$ cat src/rtl/irq_timer_bank.sv
// irq_timer_bank: line-derived tick, masked interrupt channels and ROM bank register.
// A tick advances every 2^LSTEP video lines. Each channel fires on the rising edge of a
// chosen tick bit and is routed to either cpu_nmi or cpu_irq. STICKY selects legacy
// one-tick level mode or held-until-acknowledged mode.
// Optional feature macro: IRQ_STATUS_RD_EN adds a registered status read of IRQP at
// STAT_ADDR; without it RDDV/RDDT are tied low.
module irq_timer_bank #(
  parameter int unsigned      NCH       = 3,
  parameter int unsigned      VW        = 9,
  parameter int unsigned      LSTEP     = 4,
  parameter int unsigned      TICKW     = 9,
  parameter logic [NCH*4-1:0] CH_SEL    = {4'd4, 4'd3, 4'd0},
  parameter logic [NCH-1:0]   NMI_MAP   = 3'b001,
  parameter bit               STICKY    = 1'b0,
  parameter int unsigned      BANKW     = 3,
  parameter int unsigned      BANK_LSB  = 5,
  parameter logic [15:0]      MASK_ADDR = 16'hE044,
  parameter logic [15:0]      BANK_ADDR = 16'hF000,
  parameter logic [15:0]      ACK_ADDR  = 16'hE045,
  parameter logic [15:0]      STAT_ADDR = 16'hE046
) (
  input  logic             CPUCL,
  input  logic             RESET,
  input  logic [VW-1:0]    PV,
  input  logic [15:0]      CPUAD,
  input  logic [7:0]       CPUWD,
  input  logic             CPUWE,
  input  logic             CPURE,
  output logic             cpu_irq,
  output logic             cpu_nmi,
  output logic [NCH-1:0]   IRQP,
  output logic [BANKW-1:0] ROMBK,
  output logic             RDDV,
  output logic [7:0]       RDDT
);

  // Line-event tracking and tick counter
  logic [VW-1:0]    ppv_q, ppv_d;
  logic             sync_q, sync_d;
  logic [TICKW-1:0] tick_q, tick_d;
  logic [TICKW-1:0] tick_inc;
  logic [TICKW-1:0] rise;

  // Channel state
  logic [NCH-1:0]   mask_q, mask_d;
  logic [NCH-1:0]   irqp_q, irqp_d;
  logic [NCH-1:0]   fire;
  logic             irq_q, irq_d;
  logic             nmi_q, nmi_d;

  // Bank register
  logic [BANKW-1:0] rombk_q, rombk_d;

  // Bus decode
  logic             wr_mask;
  logic             wr_ack;
  logic             wr_bank;
  logic             ev;
  logic             ev_take;

  // Inputs not fully consumed by the decode (CPUWD has bits outside mask/bank fields).
  logic             unused_sig;
  assign unused_sig = ^{CPUWD, CPURE, STAT_ADDR};

  // Decode bus writes; ack only exists in sticky mode.
  always_comb begin
    wr_mask = CPUWE && (CPUAD == MASK_ADDR);
    wr_bank = CPUWE && (CPUAD == BANK_ADDR);
    wr_ack  = STICKY && CPUWE && (CPUAD == ACK_ADDR);
  end

  // Line event: a new line whose low LSTEP bits are zero. A coincident mask/ack write
  // defers it; pPV is then left stale so the event is seen again next cycle.
  always_comb begin
    ev      = (PV != ppv_q) && (PV[LSTEP-1:0] == '0);
    ev_take = ev && !wr_mask && !wr_ack;
  end

  // Tick bits that go 0->1 on the next increment, and the channels they trigger.
  always_comb begin
    tick_inc = tick_q + TICKW'(1);
    rise     = ~tick_q & tick_inc;
    fire     = '0;
    for (int i = 0; i < int'(NCH); i++) begin
      for (int unsigned b = 0; b < TICKW; b++) begin
        if (CH_SEL[4*i +: 4] == 4'(b)) begin
          fire[i] = rise[b];
        end
      end
    end
  end

  // Next state for tick, pPV, mask and pending bits.
  always_comb begin
    ppv_d  = ppv_q;
    sync_d = sync_q;
    tick_d = tick_q;
    mask_d = mask_q;
    irqp_d = irqp_q;

    if (ev_take) begin
      ppv_d = PV;
      // First event at line 0 after reset re-aligns the tick to the frame.
      if (sync_q && (PV == '0)) begin
        tick_d = '0;
        sync_d = 1'b0;
      end else begin
        tick_d = tick_inc;
      end
      if (STICKY) begin
        irqp_d = irqp_q | (fire & mask_q);
      end else begin
        irqp_d = fire & mask_q;
      end
    end

    if (wr_mask) begin
      mask_d = CPUWD[NCH-1:0];
      irqp_d = irqp_q & CPUWD[NCH-1:0];
    end

    if (wr_ack) begin
      irqp_d = irqp_q & ~CPUWD[NCH-1:0];
    end
  end

  // Interrupt lines follow the pending bits registered in the same cycle.
  always_comb begin
    nmi_d = |(irqp_d & NMI_MAP);
    irq_d = |(irqp_d & ~NMI_MAP);
  end

  // Bank register: independent of all other activity.
  always_comb begin
    rombk_d = rombk_q;
    if (wr_bank) begin
      rombk_d = CPUWD[BANK_LSB +: BANKW];
    end
  end

  // State registers with synchronous reset.
  always_ff @(posedge CPUCL) begin
    if (RESET) begin
      ppv_q   <= VW'(1);
      sync_q  <= 1'b1;
      tick_q  <= '0;
      mask_q  <= '0;
      irqp_q  <= '0;
      irq_q   <= 1'b0;
      nmi_q   <= 1'b0;
      rombk_q <= '0;
    end else begin
      ppv_q   <= ppv_d;
      sync_q  <= sync_d;
      tick_q  <= tick_d;
      mask_q  <= mask_d;
      irqp_q  <= irqp_d;
      irq_q   <= irq_d;
      nmi_q   <= nmi_d;
      rombk_q <= rombk_d;
    end
  end

  assign IRQP    = irqp_q;
  assign cpu_irq = irq_q;
  assign cpu_nmi = nmi_q;
  assign ROMBK   = rombk_q;

`ifdef IRQ_STATUS_RD_EN
  logic       rd_stat;
  logic       rddv_q, rddv_d;
  logic [7:0] rddt_q, rddt_d;

  assign rd_stat = CPURE && (CPUAD == STAT_ADDR);

  // Status response: pending bits zero-extended, one cycle after the read; non-destructive.
  always_comb begin
    rddv_d = rd_stat;
    rddt_d = '0;
    if (rd_stat) begin
      rddt_d[NCH-1:0] = irqp_q;
    end
  end

  // Status read registers.
  always_ff @(posedge CPUCL) begin
    if (RESET) begin
      rddv_q <= 1'b0;
      rddt_q <= '0;
    end else begin
      rddv_q <= rddv_d;
      rddt_q <= rddt_d;
    end
  end

  assign RDDV = rddv_q;
  assign RDDT = rddt_q;
`else
  assign RDDV = 1'b0;
  assign RDDT = 8'h00;
`endif

endmodule
$ cat config.mk
export PLATFORM = sky130hd
export DESIGN_NAME = irq_timer_bank
export DESIGN_NICKNAME = d
export VERILOG_FILES = /design/src/rtl/irq_timer_bank.sv
export SDC_FILE = /design/constraint.sdc
export NUM_CORES = 1
export LEC_CHECK = 0
export BUFFER_PORTS_ARGS = -buffer_cell sky130_fd_sc_hd__buf_2
export CORE_MARGIN = 2
export CORE_UTILIZATION = 40
export CTS_CLUSTER_SIZE = 14
export DETAILED_ROUTE_END_ITERATION = 7
export HOLD_SLACK_MARGIN = 0.12
export PLACE_DENSITY = 0.68
export SLEW_MARGIN = 25
export SYNTH_ARGS = -nofsm -noshare
export SYNTH_HDL_FRONTEND = slang
export SYNTH_SLANG_ARGS = --single-unit
$ cat constraint.sdc
create_clock -name CPUCL -period 2 [get_ports CPUCL]
set_input_delay 0.3 -clock CPUCL [delete_from_list [all_inputs] [get_ports CPUCL]]
set_output_delay 0.3 -clock CPUCL [all_outputs]
set_load 0.005 [all_outputs]
== Word-level counts from Yosys, hierarchy flattened ==
Cells that the tools add are included.
Widths: inputs -> output; s select.
Operators by class
  bitwise logic cells: 4
  add/subtract/negate cells: 1
  reductions and logical operators: 10
  muxes and demuxes: 3
  equal/unequal tests: 3
Operator list (count)
  $eq 16x16->1 const B: 2
  $add 9x1->9 const B: 1
  $logic_not 9->1: 1
  $mux 9: 1
  $ne 9x9->1: 1
  $and 3x3->3: 2
  $mux 3: 2
  $and 5x5->5: 1
  $logic_and 1x1->1: 5
  $not 5->5: 1
  $logic_not 4->1: 1
  $reduce_and 2->1: 1
  $reduce_or 2->1: 1
  $logic_not 1->1: 1
Word-level totals
  word-level logic and storage cells: 29
  bits of input ports: 37
  output and inout port bits: 17
  register bits: 30

== Longest topological paths before layout ==
  depth after elaboration: 7
  mapped depth: 7
  mapped depth without buffers: 6

== Least setup slack after synthesis ==
No wires, ideal clock.
  path type: input to register
  start point: input port CPUAD[1]
  end point: register irqp_q[0] (netlist: IRQP[0])
  path buffers: 1
  library setup time: 0.132 ns
  slack: 0.330 ns
  stages on the path: 6
  data required time: 1.868 ns
  data arrival time: 1.538 ns
  path through: nor4_1 nand4_1 or2_2 buf_2 o221ai_1 a21oi_1
On the way
  cells in the longest elaborated chain, start to end: 6
RTL lines
  start, declared: RTL line 25  | input logic [15:0] CPUAD,
  $eq 16x16->1 (*): RTL line 67  | wr_mask = CPUWE && (CPUAD == MASK_ADDR);
  $logic_and 1x1->1 (*): RTL line 67
  $logic_not 1->1: RTL line 76  | ev_take = ev && !wr_mask && !wr_ack;
  $logic_and 1x1->1: RTL line 76
  $mux 3: RTL line 101  | if (ev_take) begin
  $mux 3 (*): RTL line 117  | if (wr_mask) begin
  end signal, assigned: RTL line 157  | irqp_q <= irqp_d;
  end, declared: RTL line 46  | logic [NCH-1:0] irqp_q, irqp_d;
Mark *: on every way between the ends. The rest lies on a longest branch, timed or not.
A chain may end at the register's enable or synchronous reset.

== Worst setup path in the final report ==
  start point: register ppv_q[2]
  end point: register irq_q (netlist: cpu_irq)
On the way
  cells in the longest elaborated chain, start to end: 6
RTL lines
  start, declared: RTL line 38  | logic [VW-1:0] ppv_q, ppv_d;
  start signal, assigned: RTL line 153  | ppv_q <= ppv_d;
  $ne 9x9->1: RTL line 75  | ev = (PV != ppv_q) && (PV[LSTEP-1:0] == '0);
  $logic_and 1x1->1: RTL line 75
  $logic_and 1x1->1: RTL line 76
  $mux 3: RTL line 101
  $mux 3: RTL line 117
  $reduce_or 2->1: RTL line 130  | irq_d = |(irqp_d & ~NMI_MAP);
  end signal, assigned: RTL line 158  | irq_q <= irq_d;
  end, declared: RTL line 48  | logic irq_q, irq_d;
No other way between the ends.

==> impl_metrics.tcl <==
set metrics [dict create \
    result_of_the_run "completed" \
    grt_setup_unrepaired "no" \
    route.antenna.remaining_nets 0 \
    ir_worst_vdd_mv 0.3808 \
    cts_tree "done" \
    synthesized_area_fraction_occupied_by_adder_cells 0.02830 \
    finalMaxSlewViolations 0 \
    antennaDiodeCount 0 \
    nets 225 \
    sum_of_met2_wire_segment_lengths_after_detailed_routing_mm 1.666 \
    grt_pass1_wl_mm 5.009 \
    setup_tns_ns 0 \
    top_layer_used "met4" \
    post_synth_and_or_nand_nor_area_fraction 0.2368 \
    worstSetupStartpointType "flop" \
    power_mw 0.8159 \
    clk_pin_slew_ns 0.13 \
    layout.cells.most_common_list "sky130_fd_sc_hd__buf_2, sky130_fd_sc_hd__dfxtp_1, sky130_fd_sc_hd__a21oi_1" \
    design.core.area_um2 3103 \
    cts_post_setup_buffers_inserted 0 \
    cts_htree_levels 1 \
    die-area_um2 3792 \
    drive_above_1_share 0.2880 \
    max_cap_violations 0 \
    port_buffers 41 \
    post_drt_wl_per_cell_um 13.56 \
    post_synth_instance_area_um2 1326 \
    drt_pass1_iterations 4 \
    yosysWarnings 0 \
    synth_compound_gate_area_share 0.1462 \
    cts_hold_buf 0 \
    globalplace.congestion 0.7791 \
    detail_route.drc_violations 0 \
    ctsLongestPathBuffers 2 \
    worstSetupPathType "reg2reg" \
    seq_power_share 0.618 \
    layout_commonest_cell "sky130_fd_sc_hd__buf_2" \
    layout.cell_area.non_filler_um2 1543 \
    routed_wirelength_mm 3.091 \
    post_cts_resize_count 0 \
    post-place-ws_ns 0.09119 \
    flow.area_growth_from_synthesis_pct 16.32 \
    place_area_um2 1516 \
    combinationalPowerShare 0.106 \
    synth.area.mux_share 0.04528 \
    power_switching_share 0.2402 \
    synthDistinctLibCells 39 \
    worstSetupEndpointType "flop" \
    avgViaCountPerCell 5.114 \
    maxClockFrequency_ghz 0.5680 \
    dominant_combinational_cell_family_by_area_after_synthesis "simple AND/OR/NAND/NOR gates" \
    cp.required_ns 2.22 \
    hold_class "in2reg" \
    final.period_utilization 0.8802 \
    finClkSkew_ns 0.001605 \
    grt_max_degree 26 \
    synth-seq-cells 25 \
    cp.arrival_ns 1.98 \
    route.layer.met1.wl_mm 1.273 \
    power_density_nw_per_um2 528.9 \
    synth.avg_cell_area_um2 9.022 \
    xor_xnor_fraction_of_synth_area 0.05943 \
    first_iter_violations 29 \
    seq_area_frac_synth 0.3774 \
    die_h_um 61.58 \
    first_global_vias 1156 \
    critical_path.max_fanout 19 \
    synth_ff_type "sky130_fd_sc_hd__dfxtp_1" \
    grt_remaining_overflow 0 \
    clock_power_frac 0.276 \
    grtUsageTotal 0.1789 \
    layout_min_cycle_time_ns 1.760 \
    clock_latency_on_the_worst_skew_pair_ns 0.31 \
    vias 1166 \
    die-width_um 61.58 \
    fin_ws_ns 0.2395 \
    floorplan.initialDensity 0.4274 \
    setup_viol_count_final 0 \
    cell_int_power_mw 0.6200 \
    wl_met3_um 135 \
    count_of_flip_flops_with_a_built_in_enable_after_synthesis 0 \
    leakage_power_nw 0.6521 \
    synthCells 147 \
    synthArstFlopShare 0 \
    floorplan.rows 20 \
    clock_tree.root_cell "sky130_fd_sc_hd__clkbuf_4" \
    total_clock_buffers_created_by_cts 3 \
    number_of_antenna_violations_at_the_first_check_in_global_routing 0 \
    switching_power_mw 0.1959 \
    hold_viol 0 \
    hpwlAfterDp_mm 2.362 \
    top_level_ports 54 \
    clock-sinks 25 \
]
-- layout make-up --
type	count	area, µm²
sequential	25	500.5
multi-input combinational	108	718.2
inverter	2	7.507
tap	44	55.05
clock buffer	4	26.28
timing repair buffer	45	235.2
fill	324	1560
-- synth_stat cells (2+ instances only) --
library cell                n  area [µm²]
sky130_fd_sc_hd__o221ai_1   3       26.28
sky130_fd_sc_hd__xor2_1     7       61.31
sky130_fd_sc_hd__ha_1       3       37.54
sky130_fd_sc_hd__xnor2_1    2       17.52
sky130_fd_sc_hd__nand4_1    2       12.51
sky130_fd_sc_hd__and3_1     3       18.77
sky130_fd_sc_hd__a21o_1     2       15.01
sky130_fd_sc_hd__nor3b_1    4       30.03
sky130_fd_sc_hd__or4_1      3       22.52
sky130_fd_sc_hd__mux2i_1    6       60.06
sky130_fd_sc_hd__buf_2      2       10.01
sky130_fd_sc_hd__buf_4     12       90.09
sky130_fd_sc_hd__and2_1     2       12.51
sky130_fd_sc_hd__dfxtp_1   25       500.5
sky130_fd_sc_hd__inv_1      2       7.510
sky130_fd_sc_hd__nand3_1    9       45.04
sky130_fd_sc_hd__o21ai_0   11       55.05
sky130_fd_sc_hd__nor4_1     4       25.02
sky130_fd_sc_hd__nor2_1    10       37.54
sky130_fd_sc_hd__clkbuf_1   4       15.01
sky130_fd_sc_hd__a21oi_1   13       65.06
-- per-stage QoR --
stage / util / hold WS, ns / instances
after floorplan: - / 0.4183 / 155
after global placement: 0.4887 / 0.4336 / 224
final: 0.4972 / 0.2181 / 228
after detailed placement: 0.4887 / 0.4414 / 224
after global routing: 0.4972 / 0.2133 / 228
after CTS: 0.4972 / 0.2176 / 228
-- cell families (layout without fill, tap and decap cells) --
kind of cell    count (synthesis)  count (layout)
other cells                     1               9
fa+ha+maj                       3               3
mux                             6               6
simple gates                   48              48
xor+xnor                        9               9
buf+inv                        22              51
compound gates                 33              33
flops                          25              25
-- metal layers --
metal  track usage  vias up
met5             0        -
met2        0.3519       31
met1        0.1936      543
met4       0.03343        0
met3       0.03992        2
li1              -      590
-- path summary, 6_finish.rpt --
path                 start        to  cells after the start  slack, ns
setup reg to reg  ppv_q[2]   cpu_irq                      5       0.24
setup / recovery  ppv_q[2]   cpu_irq                      5       0.24
hold / removal    CPUWD[6]  ROMBK[1]                      3       0.22
hold reg to reg     sync_q    sync_q                      1       0.48
-- power by group through the flow --
stage          Clock (mW)  Combinational [mW]  Sequential (mW)
6_report            0.225              0.0862            0.505
5_1_grt             0.255              0.0969            0.505
4_1_cts             0.233              0.0864            0.505
3_5_place_dp            0              0.0862            0.516
3_3_place_gp            0              0.0813            0.515
2_1_floorplan           0              0.0499            0.515
-- state kept, by name, indices dropped and copies added, names as in the netlist --
register,cells
mask_q,3
sync_q,1
ROMBK,3
IRQP,3
ppv_q,9
tick_q,5
cpu_irq,1
-- worst max-delay path: stages (launching register included) --
cell and delay [ns]:
sky130_fd_sc_hd__dfxtp_1 0.35, sky130_fd_sc_hd__xor2_1 0.14, sky130_fd_sc_hd__nor4_1 0.38, sky130_fd_sc_hd__and4_4 0.41
sky130_fd_sc_hd__nor4_1 0.10, sky130_fd_sc_hd__a311oi_1 0.28
Power figures use the tool's default switching activity.
